### src/rtl/io_pwr_pkg.sv
// Shared types for the IO supply power-up sequencer: FSM state encoding
// and the per-state pad control decode.
package io_pwr_pkg;

    typedef enum logic [2:0] {
        OFF,
        DEB,
        ISO_REL,
        OE_EN,
        RST_REL,
        READY
    } io_pwr_state_e;

    typedef struct packed {
        logic pad_iso_n;
        logic pad_oe_en;
        logic io_rst_n;
        logic io_ready;
    } io_pwr_out_t;

    localparam io_pwr_out_t OUT_OFF     = 4'b0000;
    localparam io_pwr_out_t OUT_ISO_REL = 4'b1000;
    localparam io_pwr_out_t OUT_OE_EN   = 4'b1100;
    localparam io_pwr_out_t OUT_RST_REL = 4'b1110;
    localparam io_pwr_out_t OUT_READY   = 4'b1111;

    // OFF and DEB both hold every pad in the safe state.
    function automatic io_pwr_out_t state_outs(input io_pwr_state_e s);
        case (s)
            ISO_REL: return OUT_ISO_REL;
            OE_EN:   return OUT_OE_EN;
            RST_REL: return OUT_RST_REL;
            READY:   return OUT_READY;
            default: return OUT_OFF;
        endcase
    endfunction

endpackage

### src/rtl/io_pwr_sync2.sv
// Two-flop synchroniser bringing the IO-domain supply-good flag into the
// always-on core clock domain. Resets to 0 (supply treated as absent).
module io_pwr_sync2 (
    input  logic clk,
    input  logic rst_n,
    input  logic d,
    output logic q
);

    logic meta_q;

    // CDC waiver: d is asynchronous by design; meta_q is the metastability stage.
    always_ff @(posedge clk or negedge rst_n) begin
        if (!rst_n) begin
            meta_q <= 1'b0;
            q      <= 1'b0;
        end else begin
            meta_q <= d;
            q      <= meta_q;
        end
    end

endmodule

### src/rtl/io_pwr_seq.sv
// Power-up sequencer for one IO supply segment: debounces the supply-good
// flag, then releases isolation, output enable and IO reset in timed order.
module io_pwr_seq
    import io_pwr_pkg::*;
#(
    parameter int DEBOUNCE_CYCLES = 1024,
    parameter int STEP_CYCLES     = 16
) (
    input  logic clk,
    input  logic rst_n,
    input  logic vsup_ok,
    input  logic en,
    input  logic fault_clr,
    output logic pad_iso_n,
    output logic pad_oe_en,
    output logic io_rst_n,
    output logic io_ready,
    output logic fault
);

    localparam int CNT_MAX = (DEBOUNCE_CYCLES > STEP_CYCLES) ? DEBOUNCE_CYCLES : STEP_CYCLES;
    localparam int CNT_W   = $clog2(CNT_MAX);
    localparam logic [CNT_W-1:0] DEB_LAST  = CNT_W'(DEBOUNCE_CYCLES - 1);
    localparam logic [CNT_W-1:0] STEP_LAST = CNT_W'(STEP_CYCLES - 1);

    io_pwr_state_e    state_q, state_d;
    logic [CNT_W-1:0] cnt_q, cnt_d;
    logic             fault_q, fault_d, fault_set;
    logic             vsup_s;
    io_pwr_out_t      outs;

    io_pwr_sync2 u_sync (
        .clk   (clk),
        .rst_n (rst_n),
        .d     (vsup_ok),
        .q     (vsup_s)
    );

    always_ff @(posedge clk or negedge rst_n) begin
        if (!rst_n) begin
            state_q <= OFF;
            cnt_q   <= '0;
            fault_q <= 1'b0;
        end else begin
            state_q <= state_d;
            cnt_q   <= cnt_d;
            fault_q <= fault_d;
        end
    end

    always_comb begin
        state_d   = state_q;
        cnt_d     = cnt_q;
        fault_set = 1'b0;
        if (!vsup_s || !en) begin
            // Supply loss only counts as a fault once pads may be driving.
            state_d   = OFF;
            fault_set = !vsup_s && (state_q == OE_EN || state_q == RST_REL || state_q == READY);
        end else begin
            case (state_q)
                OFF:     state_d = DEB;
                DEB:     if (cnt_q == DEB_LAST)  state_d = ISO_REL; else cnt_d = cnt_q + 1'b1;
                ISO_REL: if (cnt_q == STEP_LAST) state_d = OE_EN;   else cnt_d = cnt_q + 1'b1;
                OE_EN:   if (cnt_q == STEP_LAST) state_d = RST_REL; else cnt_d = cnt_q + 1'b1;
                RST_REL: if (cnt_q == STEP_LAST) state_d = READY;   else cnt_d = cnt_q + 1'b1;
                READY:   state_d = READY;
                default: state_d = OFF;
            endcase
        end
        if (state_d != state_q) cnt_d = '0;
        fault_d = fault_set | (fault_q & ~fault_clr);
    end

    assign outs      = state_outs(state_q);
    assign pad_iso_n = outs.pad_iso_n;
    assign pad_oe_en = outs.pad_oe_en;
    assign io_rst_n  = outs.io_rst_n;
    assign io_ready  = outs.io_ready;
    assign fault     = fault_q;

endmodule
### config.mk
export PLATFORM = sky130hd
export DESIGN_NAME = io_pwr_seq
export DESIGN_NICKNAME = d
export VERILOG_FILES = /design/src/rtl/io_pwr_pkg.sv /design/src/rtl/io_pwr_sync2.sv /design/src/rtl/io_pwr_seq.sv
export SDC_FILE = /design/constraint.sdc
export NUM_CORES = 1
export LEC_CHECK = 0
export ABC_AREA = 1
export CAP_MARGIN = 20
export CORE_UTILIZATION = 45
export DETAILED_ROUTE_END_ITERATION = 10
export PLACE_DENSITY = 0.65
export RECOVER_POWER = 100
export SYNTH_ARGS = -nofsm -noshare
export SYNTH_HDL_FRONTEND = slang
export SYNTH_SLANG_ARGS = --single-unit
### constraint.sdc
create_clock -name clk -period 2.1 [get_ports clk]
set_clock_uncertainty 0.15 [all_clocks]
set_input_delay 0.42 -clock clk [delete_from_list [all_inputs] [get_ports clk]]
set_output_delay 0.42 -clock clk [all_outputs]
set_load 0.005 [all_outputs]
==> results of run 1 <==
stage by stage:
stage / util (%) / cells / setup TNS, ns
final: 57.2 / 179 / 0
after global routing: 57.2 / 179 / -0.00686
after CTS: 56.8 / 179 / 0
after detailed placement: 54.1 / 171 / 0
after global placement: 54.1 / 171 / 0
after floorplan: - / 131 / 0
cell usage in the layout, fill, tap and decap left out, types with 3 or more instances in the layout:
cell	n
sky130_fd_sc_hd__clkbuf_4	3
sky130_fd_sc_hd__dfrtp_1	15
sky130_fd_sc_hd__nand3_2	4
sky130_fd_sc_hd__inv_2	5
sky130_fd_sc_hd__nor2_1	10
sky130_fd_sc_hd__a21oi_1	3
sky130_fd_sc_hd__xnor2_1	3
sky130_fd_sc_hd__xor2_1	4
sky130_fd_sc_hd__nand3_1	12
sky130_fd_sc_hd__nor2_2	14
sky130_fd_sc_hd__nand2_1	25
sky130_fd_sc_hd__inv_1	14
sky130_fd_sc_hd__buf_4	7
sky130_fd_sc_hd__clkdlybuf4s50_1	6
sky130_fd_sc_hd__nand2_2	5
sky130_fd_sc_hd__nand4_1	3
worst max-delay path: stages (launching register included):
cell                              delay [ns]
sky130_fd_sc_hd__dfrtp_1                0.43
sky130_fd_sc_hd__inv_2                  0.12
sky130_fd_sc_hd__nand2_2                0.08
sky130_fd_sc_hd__nand2_1                0.06
sky130_fd_sc_hd__clkdlybuf4s50_1        0.49
synthesized netlist by cell type, drive strengths merged (3+ instances only):
library cell | instances | share of area [%]
a21oi | 4 | 2.3
dfrtp | 16 | 39
inv | 19 | 6.9
nand2 | 32 | 14
nand3 | 16 | 9.2
nand4 | 4 | 3.9
nor2 | 26 | 14
o21ai | 3 | 1.8
xnor2 | 3 | 2.5
xor2 | 4 | 3.4
worst min path at each step:
stage	end
4_1_cts	u_sync.q
2_1_floorplan	cnt_q[0]
3_3_place_gp	u_sync.q
5_1_grt	u_sync.q
6_report	u_sync.q
3_5_place_dp	u_sync.q
registers in the layout, summed over array words and instances (netlist names):
name           flops
cnt_q             10
state_q            3
fault              1
u_sync.meta_q      1
u_sync.q           1
per-layer routing:
metal / vias up / wire length (um)
li1: 456 / -
met1: 410 / 986
met2: 22 / 877
met3: 5 / 80
met4: 0 / 36
met5: - / 0
timing repair:
item / in CTS / in global routing
pin swaps: 1 / 1
gates resized for setup: 0 / 4
endpoints found under the hold margin: 0 / 0
setup endpoints to repair: 3 / 4
setup buffers: 5 / 0
power by group through the flow:
stage,logic (mW),clock network [mW],registers [mW]
global placement,0.0517,0,0.323
CTS,0.0534,0.168,0.317
detailed placement,0.0529,0,0.323
finish,0.0499,0.161,0.317
floorplan,0.0298,0,0.322
global route,0.0578,0.186,0.318
kinds of logic (layout without fill, tap and decap cells):
kind of cell | after synthesis | count (layout) | share of synthesized area [%]
fa+ha+maj | 1 | 1 | 1.21
compound gates | 10 | 10 | 6.15
flops | 16 | 16 | 38.6
xor+xnor | 7 | 7 | 5.91
buf+inv | 19 | 39 | 6.88
simple gates | 78 | 78 | 41.3
area by class of cell:
class,count,share of cell area (%)
Inverter,19,5.69
Sequential cell,16,32.1
Timing Repair Buffer,17,11.9
Clock buffer,3,1.80
Multi-Input combinational cell,96,45.8
Tap cell,28,2.80
==> impl_metrics.csv, run 1 <==
group,metric,value,unit
layout,layout_cells_sized_above_1,31.1,%
critical_path,cp_max_fo,4,
die,die-area,2500,um^2
critical_path,endpoint,"pad_iso_n",
cts,ctsHoldBuffers,0,
global_routing,grt_pass1_wl,3560,um
cts,clock_latency,0.29,ns
detailed_routing,vias_per_cell,4.99,
sta,worst_hold_slack,0.214,ns
global_routing,grt_pass1_vias,802,
die,floorplan.die.height,50.0,um
global_routing,globalRouteMet1Util,26.3,%
critical_path,worst-endpoint-arrival,1.46,ns
power_and_ir_drop,power.share.switching,24.8,%
detailed_routing,route.detailed.drc,0,
synthesis,syn_inst,131,
synthesis,synth_seq_cells,16,
layout,final-seq-area,402,um^2
sta,maxSlewViolCount,0,
layout,layout-area-overhead-vs-synth,20.7,%
critical_path,worst-endpoint-required,1.53,ns
synthesis,synth_fp_nets,137,
synthesis,ys_seq_area_share,38.6,%
synthesis,synth_ff_type,"sky130_fd_sc_hd__dfrtp_1",
sta,slew-limit-headroom,41.7,%
sta,timing.final.crit_share,96.7,%
die,io_pins,10,
global_routing,grt_max_degree,17,
sta,setup_slack,0.0689,ns
detailed_routing,dr_total_vias,893,
worst_hold_path,min_path_cells,0,
detailed_routing,post_drt_wl_per_cell,11.1,um
power_and_ir_drop,share_comb_of_total_power,9.4,%
detailed_routing,totalWireLength,1980,um
power_and_ir_drop,pwr-share-seq,60.0,%
sta,rsz0062_at_grt,"true",
cts,cts_num_sinks,16,
global_routing,grt-ovfl-total,0,
die,floorplan.die.width,50.0,um
detailed_routing,initial_drt_markers,26,
status,outcome,"finished clean",
critical_path,regToRegEndpoint,"cnt_q[7]",
sta,achievable-frequency,0.492,GHz
placement,placement_stage_worst_setup_slack,0.0626,ns
power_and_ir_drop,leakage,0.584,nW
critical_path,cp-end-kind,"primary output",
global_routing,global_route_usage_over_all_layers,19.4,%
run,max_cap_violations,0,
sta,measured_slew_at_the_worst_slew_check_pin,0.874,ns
global_routing,grt_util_met2,28.4,%
critical_path,timing.setup.critical_path_class,"reg2out",
worst_hold_path,worst_hold_path_type,"reg2reg",
sta,timing.final.setup_violations,0,
critical_path,regToRegSetupSlack,0.14,ns
global_routing,grt_busiest_layer,"met2",
cts,clock_tree_from_tritoncts,"built",
global_routing,grt.met3_usage,4.94,%
power_and_ir_drop,power.density,422,nW/um^2
placement,globalplace.congestion,0.856,
sta,finalHoldViolations,0,
critical_path,r2r_cells,10,
synthesis,synth_enable_flop_cells,0,
synthesis,synth.avg_cell_area,7.92,um^2
critical_path,setup.worst_path.start,"state_q[1]",
placement,buffer_ports.inserted,9,
layout,antenna-diode-count,0,
synthesis,synth.yosys.warnings,0,
cts,cts_htree_levels,1,
layout,area_of_the_multi_input_gates,573,um^2
global_routing,antenna_found_initial,0,
die,fp.coreArea,2190,um^2
layout,layout.nets,159,
power_and_ir_drop,p_clk_share,30.5,%
power_and_ir_drop,internal_pwr_total,0.397,mW
synthesis,synth_cell_types,24,
die,floorplan.rows,17,
power_and_ir_drop,worst_case_vdd_ir_drop,305,uV
power_and_ir_drop,total_switching_power,0.131,mW
layout,final.fill_count,206,
synthesis,synthArstFlopShare,100,%
cts,cts_inserted_buffers,3,
worst_hold_path,worstHoldStart,"u_sync.meta_q",
cts,cts.root.buffer_cell,"sky130_fd_sc_hd__clkbuf_4",
cts,clk_path_buf_depth,2,
layout,design_area,1250,um^2
critical_path,regToRegStartpoint,"cnt_q[0]",
detailed_routing,postRouteAntennaNets,0,
synthesis,synth.cell_area,1040,um^2
cts,clock_pin_transition_on_the_worst_setup_and_hold_timing_paths,0.09,ns
critical_path,startpoint_class,"register",
die,effective_utilization_at_floorplan,47.3,%
sta,minimum_clock_period_after_layout,2.03,ns
placement,post-dp-hpwl,1490,um
placement,dpl-instance-area,1180,um^2
detailed_routing,drt_first_pass_iters,4,
power_and_ir_drop,total_power,0.529,mW
Note: power is estimated with default switching activity, not from simulation.
==> inputs of run 2 (changes only) <==
--- a/config.mk
+++ b/config.mk
@@ -9,6 +9,7 @@
 export CAP_MARGIN = 20
 export CORE_UTILIZATION = 45
 export DETAILED_ROUTE_END_ITERATION = 10
+export MAX_ROUTING_LAYER = met4
 export PLACE_DENSITY = 0.65
 export RECOVER_POWER = 100
 export SYNTH_ARGS = -nofsm -noshare
==> run 2 against run 1 <==
- non-clock buffer count unchanged
- highest routed layer unchanged
- worst setup slack improved by 0.0011 ns
- largest power group unchanged
- final area did not move
==> impl_metrics.csv, run 2 (synthesized netlist as in run 1, its figures left out) <==
group,metric,value,unit
critical_path,regToRegEndpoint,"cnt_q[7]",
critical_path,cp_max_fo,4,
layout,antenna-diode-count,0,
sta,finalHoldViolations,0,
sta,achievable-frequency,0.493,GHz
die,floorplan.die.width,50.0,um
die,effective_utilization_at_floorplan,47.3,%
critical_path,regToRegSetupSlack,0.13,ns
sta,measured_slew_at_the_worst_slew_check_pin,0.874,ns
die,floorplan.rows,17,
layout,largest_register_ff_count,10,
cts,clk_path_buf_depth,2,
cts,clock_pin_transition_on_the_worst_setup_and_hold_timing_paths,0.09,ns
global_routing,grt-ovfl-total,0,
die,io_pins,10,
layout,layout-area-overhead-vs-synth,20.7,%
power_and_ir_drop,power.density,422,nW/um^2
status,outcome,"finished clean",
sta,timing.final.setup_violations,0,
cts,clock_latency,0.29,ns
placement,globalplace.congestion,0.869,
critical_path,startpoint_class,"register",
die,floorplan.die.height,50.0,um
power_and_ir_drop,total_power,0.528,mW
die,fp.coreArea,2190,um^2
placement,post-dp-hpwl,1490,um
critical_path,r2r_cells,10,
detailed_routing,drt_first_pass_iters,4,
layout,layout_top_registers,"cnt_q: 10 flops, state_q: 3 flops",
detailed_routing,vias_per_cell,4.98,
layout,layout.nets,159,
critical_path,endpoint,"pad_iso_n",
layout,final_cells,179,
sta,timing.final.crit_share,96.7,%
layout,layout_cells_sized_above_1,31.1,%
sta,slew-limit-headroom,41.7,%
cts,cts_htree_levels,1,
global_routing,grt_pass1_wl,3560,um
sta,maxSlewViolCount,0,
global_routing,grt_pass1_vias,803,
layout,layout_commonest_cell,"sky130_fd_sc_hd__nand2_1",
detailed_routing,totalWireLength,1980,um
detailed_routing,dr_total_vias,891,
global_routing,global_route_usage_over_all_layers,20.0,%
worst_hold_path,worst_hold_path_type,"reg2reg",
global_routing,grt_max_degree,17,
detailed_routing,route.detailed.drc,0,
critical_path,timing.setup.critical_path_class,"reg2out",
global_routing,antenna_found_initial,0,
power_and_ir_drop,worst_case_vdd_ir_drop,305,uV
critical_path,cp-end-kind,"primary output",
sta,rsz0062_at_grt,"true",
detailed_routing,initial_drt_markers,26,
die,die-area,2500,um^2
critical_path,worst-endpoint-arrival,1.46,ns
run,max_cap_violations,0,
detailed_routing,post_drt_wl_per_cell,11.1,um
sta,minimum_clock_period_after_layout,2.03,ns
power_and_ir_drop,leakage,0.584,nW
placement,dp_cells,171,
layout,max_flop_register,"cnt_q",
critical_path,worst-endpoint-required,1.53,ns
cts,cts_num_sinks,16,
cts,cts.root.buffer_cell,"sky130_fd_sc_hd__clkbuf_4",
cts,cts_inserted_buffers,3,
layout,most-common-layout-cells,"25 x sky130_fd_sc_hd__nand2_1, 15 x sky130_fd_sc_hd__dfrtp_1, 14 x sky130_fd_sc_hd__inv_1, 14 x sky130_fd_sc_hd__nor2_2, 12 x sky130_fd_sc_hd__nand3_1",
critical_path,regToRegStartpoint,"cnt_q[0]",
placement,buffer_ports.inserted,9,
cts,clock_tree_from_tritoncts,"built",
sta,worst_hold_slack,0.214,ns
critical_path,setup.worst_path.start,"state_q[1]",
detailed_routing,postRouteAntennaNets,0,
-- run 2: through the flow --
| stage | area [um^2] | utilization, % | setup slack, ns | TNS, ns |
|---|---|---|---|---|
| 2_1_floorplan | 1040 | - | 0.390 | 0 |
| 3_3_place_gp | 1180 | 54.1 | 0.109 | 0 |
| 3_5_place_dp | 1180 | 54.1 | 0.0626 | 0 |
| 4_1_cts | 1240 | 56.8 | 0.00123 | 0 |
| 5_1_grt | 1250 | 57.2 | -0.00422 | -0.00684 |
| 6_report | 1250 | 57.2 | 0.0700 | 0 |
-- run 2: how the worst min path moves through the flow --
stage	startpoint	end	slack, ns	cells after the start
finish	u_sync.meta_q	u_sync.q	0.21	0
global route	u_sync.meta_q	u_sync.q	0.24	0
CTS	u_sync.meta_q	u_sync.q	0.22	0
detailed placement	u_sync.meta_q	u_sync.q	0.19	0
global placement	u_sync.meta_q	u_sync.q	0.19	0
floorplan	rst_n	cnt_q[0]	-0.03	0
-- run 2: layout make-up --
cell class | instances | area (um^2)
Inverter | 19 | 71.3
Tap cell | 28 | 35.0
Multi-Input combinational cell | 96 | 573
Fill cell | 206 | 938
Timing Repair Buffer | 17 | 149
Sequential cell | 16 | 402
Clock buffer | 3 | 22.5
-- run 2: power breakdown --
group	leakage, nW	switching (mW)	internal [mW]
registers	0.216	0.00467	0.313
logic	0.354	0.0320	0.0180
clock network	0.0138	0.0941	0.0667
total	0.584	0.131	0.397
-- run 2: what timing repair did --
action	4_1_cts	5_1_grt
buffers inserted	5	0
gates cloned	0	0
pin swaps	1	1
hold buffers	0	0
resized for setup	0	4
setup endpoints to repair	3	4
-- run 2: critical path, stage by stage (launching register included) --
cell and delay, ns:
sky130_fd_sc_hd__dfrtp_1 0.43, sky130_fd_sc_hd__inv_2 0.12, sky130_fd_sc_hd__nand2_2 0.08, sky130_fd_sc_hd__nand2_1 0.06, sky130_fd_sc_hd__clkdlybuf4s50_1 0.49
-- run 2: per-layer routing --
layer | vias up | part of all wire [%] | track usage (%)
met5 | - | 0 | -
met4 | 0 | 1.9 | 9.05
met3 | 5 | 4.0 | 4.94
met2 | 22 | 44 | 28.4
met1 | 408 | 50 | 26.3
li1 | 456 | - | -
